## src/rtl/tone_gen.sv

```systemverilog
// Buzzer tone generator: beat-synchronised note latch, articulation gap,
// and octave-scaled square-wave output.
module tone_gen #(
    parameter int GAP_CYC = 500000,
    parameter int DIV0    = 95420,
    parameter int DIV1    = 85034,
    parameter int DIV2    = 75758,
    parameter int DIV3    = 71633,
    parameter int DIV4    = 63776,
    parameter int DIV5    = 56818,
    parameter int DIV6    = 50607
) (
    input  logic       sysclk,
    input  logic       rst,
    input  logic       beat,
    input  logic [2:0] unable,
    input  logic [1:0] yinfu,
    output logic       buzz,
    output logic       active
);

    localparam int GW = (GAP_CYC > 2) ? $clog2(GAP_CYC) : 1;
    localparam logic [GW-1:0] GAP_LAST =
        (GAP_CYC > 1) ? GW'(GAP_CYC - 1) : '0;

    typedef enum logic [1:0] {
        IDLE,
        GAP,
        TONE
    } state_t;

    state_t      state;
    logic        s1, s2, s3;
    logic        live, armed;
    logic        beat_edge;
    logic        rest_in;
    logic [2:0]  note_q;
    logic [1:0]  oct_q;
    logic [GW-1:0] gap_cnt;
    logic [17:0] hp_cnt;
    logic [17:0] base;
    logic [17:0] div;

    // Beat synchroniser; armed only once beat has truly been seen low
    // after reset, so a beat held high across release is not an edge.
    always_ff @(posedge sysclk or negedge rst) begin
        if (!rst) begin
            s1    <= 1'b0;
            s2    <= 1'b0;
            s3    <= 1'b0;
            live  <= 1'b0;
            armed <= 1'b0;
        end else begin
            s1    <= beat;
            s2    <= s1;
            s3    <= s2;
            live  <= 1'b1;
            armed <= armed | (live & ~s1);
        end
    end

    assign beat_edge = armed & s2 & ~s3;
    assign rest_in   = (unable == 3'b111) || (yinfu == 2'b00);

    // Half-period divisor for the latched note, scaled by octave.
    always_comb begin
        base = '0;
        case (note_q)
            3'd0:    base = 18'(DIV0);
            3'd1:    base = 18'(DIV1);
            3'd2:    base = 18'(DIV2);
            3'd3:    base = 18'(DIV3);
            3'd4:    base = 18'(DIV4);
            3'd5:    base = 18'(DIV5);
            3'd6:    base = 18'(DIV6);
            default: base = '0;
        endcase
        div = base;
        case (oct_q)
            2'b01:   div = base << 1;
            2'b11:   div = base >> 1;
            default: div = base;
        endcase
    end

    // Note FSM; a beat edge overrides every terminal-count action.
    always_ff @(posedge sysclk or negedge rst) begin
        if (!rst) begin
            state   <= IDLE;
            note_q  <= 3'b111;
            oct_q   <= 2'b00;
            gap_cnt <= '0;
            hp_cnt  <= '0;
            buzz    <= 1'b0;
            active  <= 1'b0;
        end else if (beat_edge) begin
            note_q  <= unable;
            oct_q   <= yinfu;
            gap_cnt <= '0;
            hp_cnt  <= '0;
            buzz    <= 1'b0;
            active  <= 1'b0;
            state   <= rest_in ? IDLE : GAP;
        end else begin
            unique case (state)
                IDLE: begin
                    buzz   <= 1'b0;
                    active <= 1'b0;
                end
                GAP: begin
                    if (gap_cnt == GAP_LAST) begin
                        state   <= TONE;
                        gap_cnt <= '0;
                        hp_cnt  <= '0;
                        buzz    <= 1'b0;
                        active  <= 1'b1;
                    end else begin
                        gap_cnt <= gap_cnt + GW'(1);
                    end
                end
                TONE: begin
                    if (hp_cnt == div - 18'd1) begin
                        hp_cnt <= '0;
                        buzz   <= ~buzz;
                    end else begin
                        hp_cnt <= hp_cnt + 18'd1;
                    end
                end
                default: begin
                    state  <= IDLE;
                    buzz   <= 1'b0;
                    active <= 1'b0;
                end
            endcase
        end
    end

endmodule

```

## config.mk

```make
export PLATFORM = sky130hd
export DESIGN_NAME = tone_gen
export DESIGN_NICKNAME = d
export VERILOG_FILES = /design/src/rtl/tone_gen.sv
export SDC_FILE = /design/constraint.sdc
export NUM_CORES = 1
export LEC_CHECK = 0
export CAP_MARGIN = 40
export CORE_ASPECT_RATIO = 0.6
export CORE_MARGIN = 4
export CORE_UTILIZATION = 62
export CTS_CLUSTER_SIZE = 20
export DETAILED_ROUTE_END_ITERATION = 12
export HOLD_SLACK_MARGIN = 0.1
export PLACE_DENSITY = 0.85
export SKIP_CTS_REPAIR_TIMING = 1
export SLEW_MARGIN = 20
export SYNTH_ARGS = -nofsm -noshare
export SYNTH_HDL_FRONTEND = slang
export SYNTH_SLANG_ARGS = --single-unit
```

## constraint.sdc

```tcl
create_clock -name sysclk -period 3.89 [get_ports sysclk]
set_clock_uncertainty 0.15 [all_clocks]
set_input_delay 0.5835 -clock sysclk [delete_from_list [all_inputs] [get_ports sysclk]]
set_output_delay 0.5835 -clock sysclk [all_outputs]
set_load 0.02 [all_outputs]
```

## After elaboration in Yosys (flattened, before gate mapping)

Cells that the tools add are included.

| word-level totals | value |
|---|---|
| input port bits | 8 |
| output and inout bits | 2 |
| word-level logic and storage cells | 70 |
| bits in registers | 51 |

| cells by class | value |
|---|---|
| reduce and logical (&&, ||, !) cells | 11 |
| mux-type cells | 20 |
| add/sub/neg operators | 3 |
| equality and inequality tests | 17 |
| bitwise logic cells | 7 |

Operators by type and width:

| kind | number |
|---|---|
| one-hot mux 17 bit (7 select lines) | 1 |
| one-hot mux 18 bit (2 select lines) | 2 |
| two-way mux 19 bit | 3 |
| two-way mux 18 bit | 3 |
| adder 19 x 1 -> 19 bit, second input constant | 1 |
| == test 19 bit, second input constant | 1 |
| adder 18 x 1 -> 18 bit, second input constant | 1 |
| == test 18 bit | 1 |
| subtractor 18 x 1 -> 18 bit, second input constant | 1 |
| == test 3 bit, second input constant | 4 |
| AND reduction 2 bit | 4 |
| == test 3 x 2 -> 1 bit, second input constant | 2 |
| two-way mux 1 bit | 6 |
| inequality test 3 bit, second input constant | 2 |
| == test 2 x 1 -> 1 bit, second input constant | 2 |
| == test 2 bit, second input constant | 2 |
| zero test 2 bit | 2 |
| two-way mux 2 bit | 2 |
| one-hot mux 1 bit (2 select lines) | 2 |
| one-hot mux 2 bit (2 select lines) | 1 |
| bitwise AND 1 bit | 3 |
| == test 3 x 1 -> 1 bit, second input constant | 1 |
| zero test 3 bit | 1 |
| NOT 1 bit | 3 |
| 7 further kinds | 7 |

## Longest topological paths before layout

| logic depth | value |
|---|---|
| depth after elaboration | 8 |
| gate-level depth with buffers | 16 |

## Worst setup path after synthesis

No wires, ideal clock.

| timing path | value |
|---|---|
| path type | reg-to-reg |
| start | reg note_q[0] |
| end | reg hp_cnt[15] |
| slack | 0.606 ns |
| stages on the path, launching flop included | 14 |
| buffers on the path | 3 |
| clock period less this slack | 3.284 ns |
| data arrival time | 3.015 ns |
| cell sequence | dfstp_2 -> buf_2 -> buf_2 -> nor2_1 -> a21oi_1 -> mux2i_1 -> a21oi_1 -> ha_1 -> nand4_1 -> or3_1 -> a2111o_1 -> a21oi_4 -> buf_6 -> nor2_2 |

| on the way | value |
|---|---|
| longest elaborated chain between the ends | 8 |
| elaborated cells between the ends (all ways) | 14 |
| those cells by class | 1 x add/sub; 7 x eq/ne; 5 x mux; 1 x reduce/logical |

Ends and longest elaborated chain:

| item | line | text |
|---|---|---|
| start: declaration | 37 | `logic [2:0] note_q;` |
| start signal: assignment | 97 | `note_q <= unable;` |
| == test 3 bit, or another cell as far along | 68 | `case (note_q)` |
| one-hot mux 17 bit (7 select lines) (*) | 68 |  |
| one-hot mux 18 bit (2 select lines) (*) | 79 | `case (oct_q)` |
| subtractor 18 x 1 -> 18 bit (*) | 122 | `if (hp_cnt == div - 18'd1) begin` |
| == test 18 bit (*) | 122 |  |
| two-way mux 18 bit (*) | 122 |  |
| one-hot mux 18 bit (2 select lines) (*) | 105 | `unique case (state)` |
| two-way mux 18 bit (*) | 96 | `end else if (beat_edge) begin` |
| end signal: assignment | 126 | `hp_cnt <= hp_cnt + 18'd1;` |
| end: declaration | 40 | `logic [17:0] hp_cnt;` |

Mark *: on every way between the ends. The rest lies on a longest branch, timed or not.
A chain may end at the register's enable or synchronous reset.

## Worst setup path after layout

| timing path | value |
|---|---|
| start | reg note_q[0] |
| end | reg hp_cnt[4] |

Same word-level chain as after synthesis.

==> results.md <==
Outcome:
- The run finished with clean final reports.

Clocking:
- CTS saw 51 sinks.
- The maximum buffer depth of the clock tree is 2.
- The number of buffers created by CTS is 5.
- The clock tree from TritonCTS is done.
- The clock slew at the register clock pins of the worst setup and hold paths is 0.11 ns.
- The clock latency on the worst-skew pair is 0.32 ns.
- The CTS root buffer is clkbuf_8.
- The clock tree synthesis step divided the H-tree into 2 levels.

Drt:
- The via density per instance is 6.48.
- The first routing iteration left 362 violations.
- Across all layers, the routed design uses 3147 vias.
- The number of remaining DRC errors is 0.
- The detail route stage leaves a number of antenna-violating nets equal to 0.
- Dividing the detail-routed wire length by the instance count gives 17.2 µm.
- The first-pass iteration count of the detailed router is 6.
- Wires add up to 8360 µm.

Timing:
- Once routing completed, OpenROAD measured the worst setup slack at 0.266 ns.
- The transition time at the pin with the least slew margin is 0.623 ns.
- The total count of hold-check failures in the final report is 0.
- Setup repair after global routing left no endpoint under its margin.
- The final setup TNS is 0 ns.
- The final count of negative-setup-slack endpoints is 0.
- The final count of pins violating max slew is 0.
- The fraction of the cycle the final worst path needs is 93.2%.
- The clock period minus worst slack is 3.62 ns.
- Derived from the worst setup path, the maximum achievable clock frequency is 276 MHz.
- The worst max-slew margin expressed relative to the limit is 58.4%.

Yosys:
- The number of storage elements in the synthesis netlist is 51.
- The total number of yosys warnings is 0.
- The proportion of netlist area held by the largest area contributor is 35.0%.
- Averaged over all synthesized cells, the footprint is 8.20 µm².
- Sorting the synthesized cells by area gives the leading types as dfrtp_1 35%, o21ai_0 6.7%, xnor2_1 4.6%.
- The post-synth net total is 429.
- The library cell with the largest summed area after synthesis is dfrtp_1.
- Among all flip-flop cells after synthesis, the most frequent one is dfrtp_1.
- The sequential share of the synthesized area is 37.3%.
- The number of synthesized flops with an enable pin is 0.
- The number of different library cells in the post-synthesis netlist is 56.
- The post-synthesis cell area is 3430 µm².
- In the synthesized netlist, the number of instances is 418.
- The proportion of register bits with asynchronous set or reset after synthesis is 100%.

Global route:
- The number of antenna violations at the first check in global routing is 0.
- Summed over all layers, the global routing overflow is 0.
- The total routing resource utilization after global routing is 26.7%.
- The global-route wire length before repair is 14600 µm.
- The maximum number of pins on one net before global-route repair is 28.
- The number of global-route vias before repair is 2964.

Floorplanning:
- The floorplan has 20 rows.
- The placeable core area is 5200 µm².
- The die is 65.6 µm tall.
- The die covers 6820 µm².
- The boundary pin count is 10.
- Once the floorplan was initialized, standard cells occupied 65.9% of the core.
- The die is 104 µm wide.

Finish:
- For this run, the post-layout net count is 430.
- The final antenna diode count is 0.
- The most frequent standard cell in the layout excluding fill and tap cells is dfrtp_1.
- The share of final-layout standard cells stronger than drive strength 1 is 10.5%.
- In the layout the commonest cells are 47 x dfrtp_1, 46 x o21ai_0, 39 x nor2_1.
- The synthesis-to-finish area growth is 7.30%.

Setup path:
- Of all nets on the critical path, the largest fanout is 14.
- The worst register-to-register path begins at note_q[0].
- The endpoint kind of the worst setup timing path is a register.
- Data on the critical path is required at its endpoint by 3.94 ns.
- The data arrival time of the worst path is 3.67 ns.
- The start-to-end type of the worst setup path is reg -> reg.
- The launching instance or port of the critical path is note_q[0].
- STA classifies the critical path startpoint as a register.

Power:
- Across the VDD grid, the largest voltage drop is 0.172 mV.
- The analysis attributes to cell leakage a power of 1.47 nW.
- The power per cell area is 373 nW/µm².

Worst hold path:
- In this run the worst hold path is classified as in -> async.

Job:
- Across the run, the number of max-cap violations was 0.

Place:
- Detailed placement finished with a half-perimeter wire length of 6140 µm.
- The global placement routability congestion is 0.996.
- The worst setup slack after placement is 0.295 ns.
- The count of port buffers added during placement is 9.
==> where the power goes <==
part / internal [mW] / leakage (nW) / switching (mW)
sequential: 0.559 / 0.679 / 0.0490
clock: 0.146 / 0.0474 / 0.194
combinational: 0.172 / 0.742 / 0.253
total: 0.876 / 1.47 / 0.496
==> flip-flops by register name (all words and copies together) (netlist names) <==
register and flops:
s3 1, s1 1, hp_cnt 18, state 2, note_q 3, armed 1, live 1, buzz 1
gap_cnt 19, active 1, s2 1, oct_q 2
==> cell families after synthesis <==
kind of cell / share of synthesized area (%)
AO/OA/AOI/OAI: 20.5
XOR/XNOR: 8.94
buffers and inverters: 5.26
adder cells (fa/ha/maj): 1.10
flip-flops: 37.3
AND/OR/NAND/NOR: 25.8
other: 0.109
multiplexers: 0.876
==> area by class of cell <==
cell class	instances	area, µm²
Multi-Input combinational cell	328	1970
Fill cell	427	1530
Sequential cell	51	1280
Timing Repair Buffer	22	203
Clock buffer	6	82.6
Tap cell	66	82.6
Inverter	11	41.3
Clock inverter	2	16.3
==> critical path, stage by stage (launching register included) <==
cell and delay [ns]:
dfstp_2 0.68, nand2b_1 0.26, a21oi_1 0.08, nor2_1 0.20, ha_1 0.30, nand4_1 0.23, buf_4 0.21, or3_1 0.36
a2111o_1 0.54, a21oi_4 0.18, buf_4 0.24, nor2_1 0.08
==> final timing paths <==
check	end	slack, ns	cells after the start
hold reg to reg	s2	0.23	0
setup reg to reg	hp_cnt[4]	0.27	11
hold / removal	oct_q[1]	0.11	1
setup / recovery	hp_cnt[4]	0.27	11
min in group sysclk	s2	0.23	0
max in group asynchronous	hp_cnt[8]	2.93	2
==> metal layers <==
metal	track usage, %	up-vias	wire length (µm)	part of all wire, %
li1	-	1489	-	-
met4	6.97	0	108	1.3
met3	5.79	15	898	11
met2	37.3	156	3330	40
met5	0	-	0	0
met1	41.4	1487	4020	48
==> Yosys cell counts (2+ instances only) <==
master      n
a21oi_1    13
a2bb2oi_1   3
a31oi_1     8
a32oi_1     3
and2_1      6
and3_1      9
buf_2       9
buf_4       2
buf_6       2
clkbuf_1   14
dfrtp_1    48
dfstp_2     3
ha_1        3
inv_1      10
mux2i_1     3
nand2_1    37
nand2b_1   13
nand3_1    20
nand4_1    11
nor2_1     39
nor2_2     11
nor2b_1     8
nor3_1      7
nor4_1      5
o211ai_1    4
o21a_1      2
o21ai_0    46
o221ai_1    2
o22a_1      2
o22ai_1     6
o31ai_1     6
o41ai_1     2
or2_2       3
or3_1       3
xnor2_1    18
xor2_1     17
==> stage by stage <==
step / power (mW) / cell area (µm²) / cells / utilization (%) / hold WS [ns]
2_1_floorplan: 0.915 / 3430 / 418 / - / 0.138
3_3_place_gp: 1.00 / 3520 / 474 / 67.7 / 0.206
3_5_place_dp: 1.02 / 3570 / 477 / 68.5 / 0.210
4_1_cts: 1.36 / 3670 / 485 / 70.4 / 0.128
5_1_grt: 1.45 / 3680 / 486 / 70.7 / 0.138
6_report: 1.37 / 3680 / 486 / 70.7 / 0.108
No activity file was read; power rests on OpenSTA's default activity.
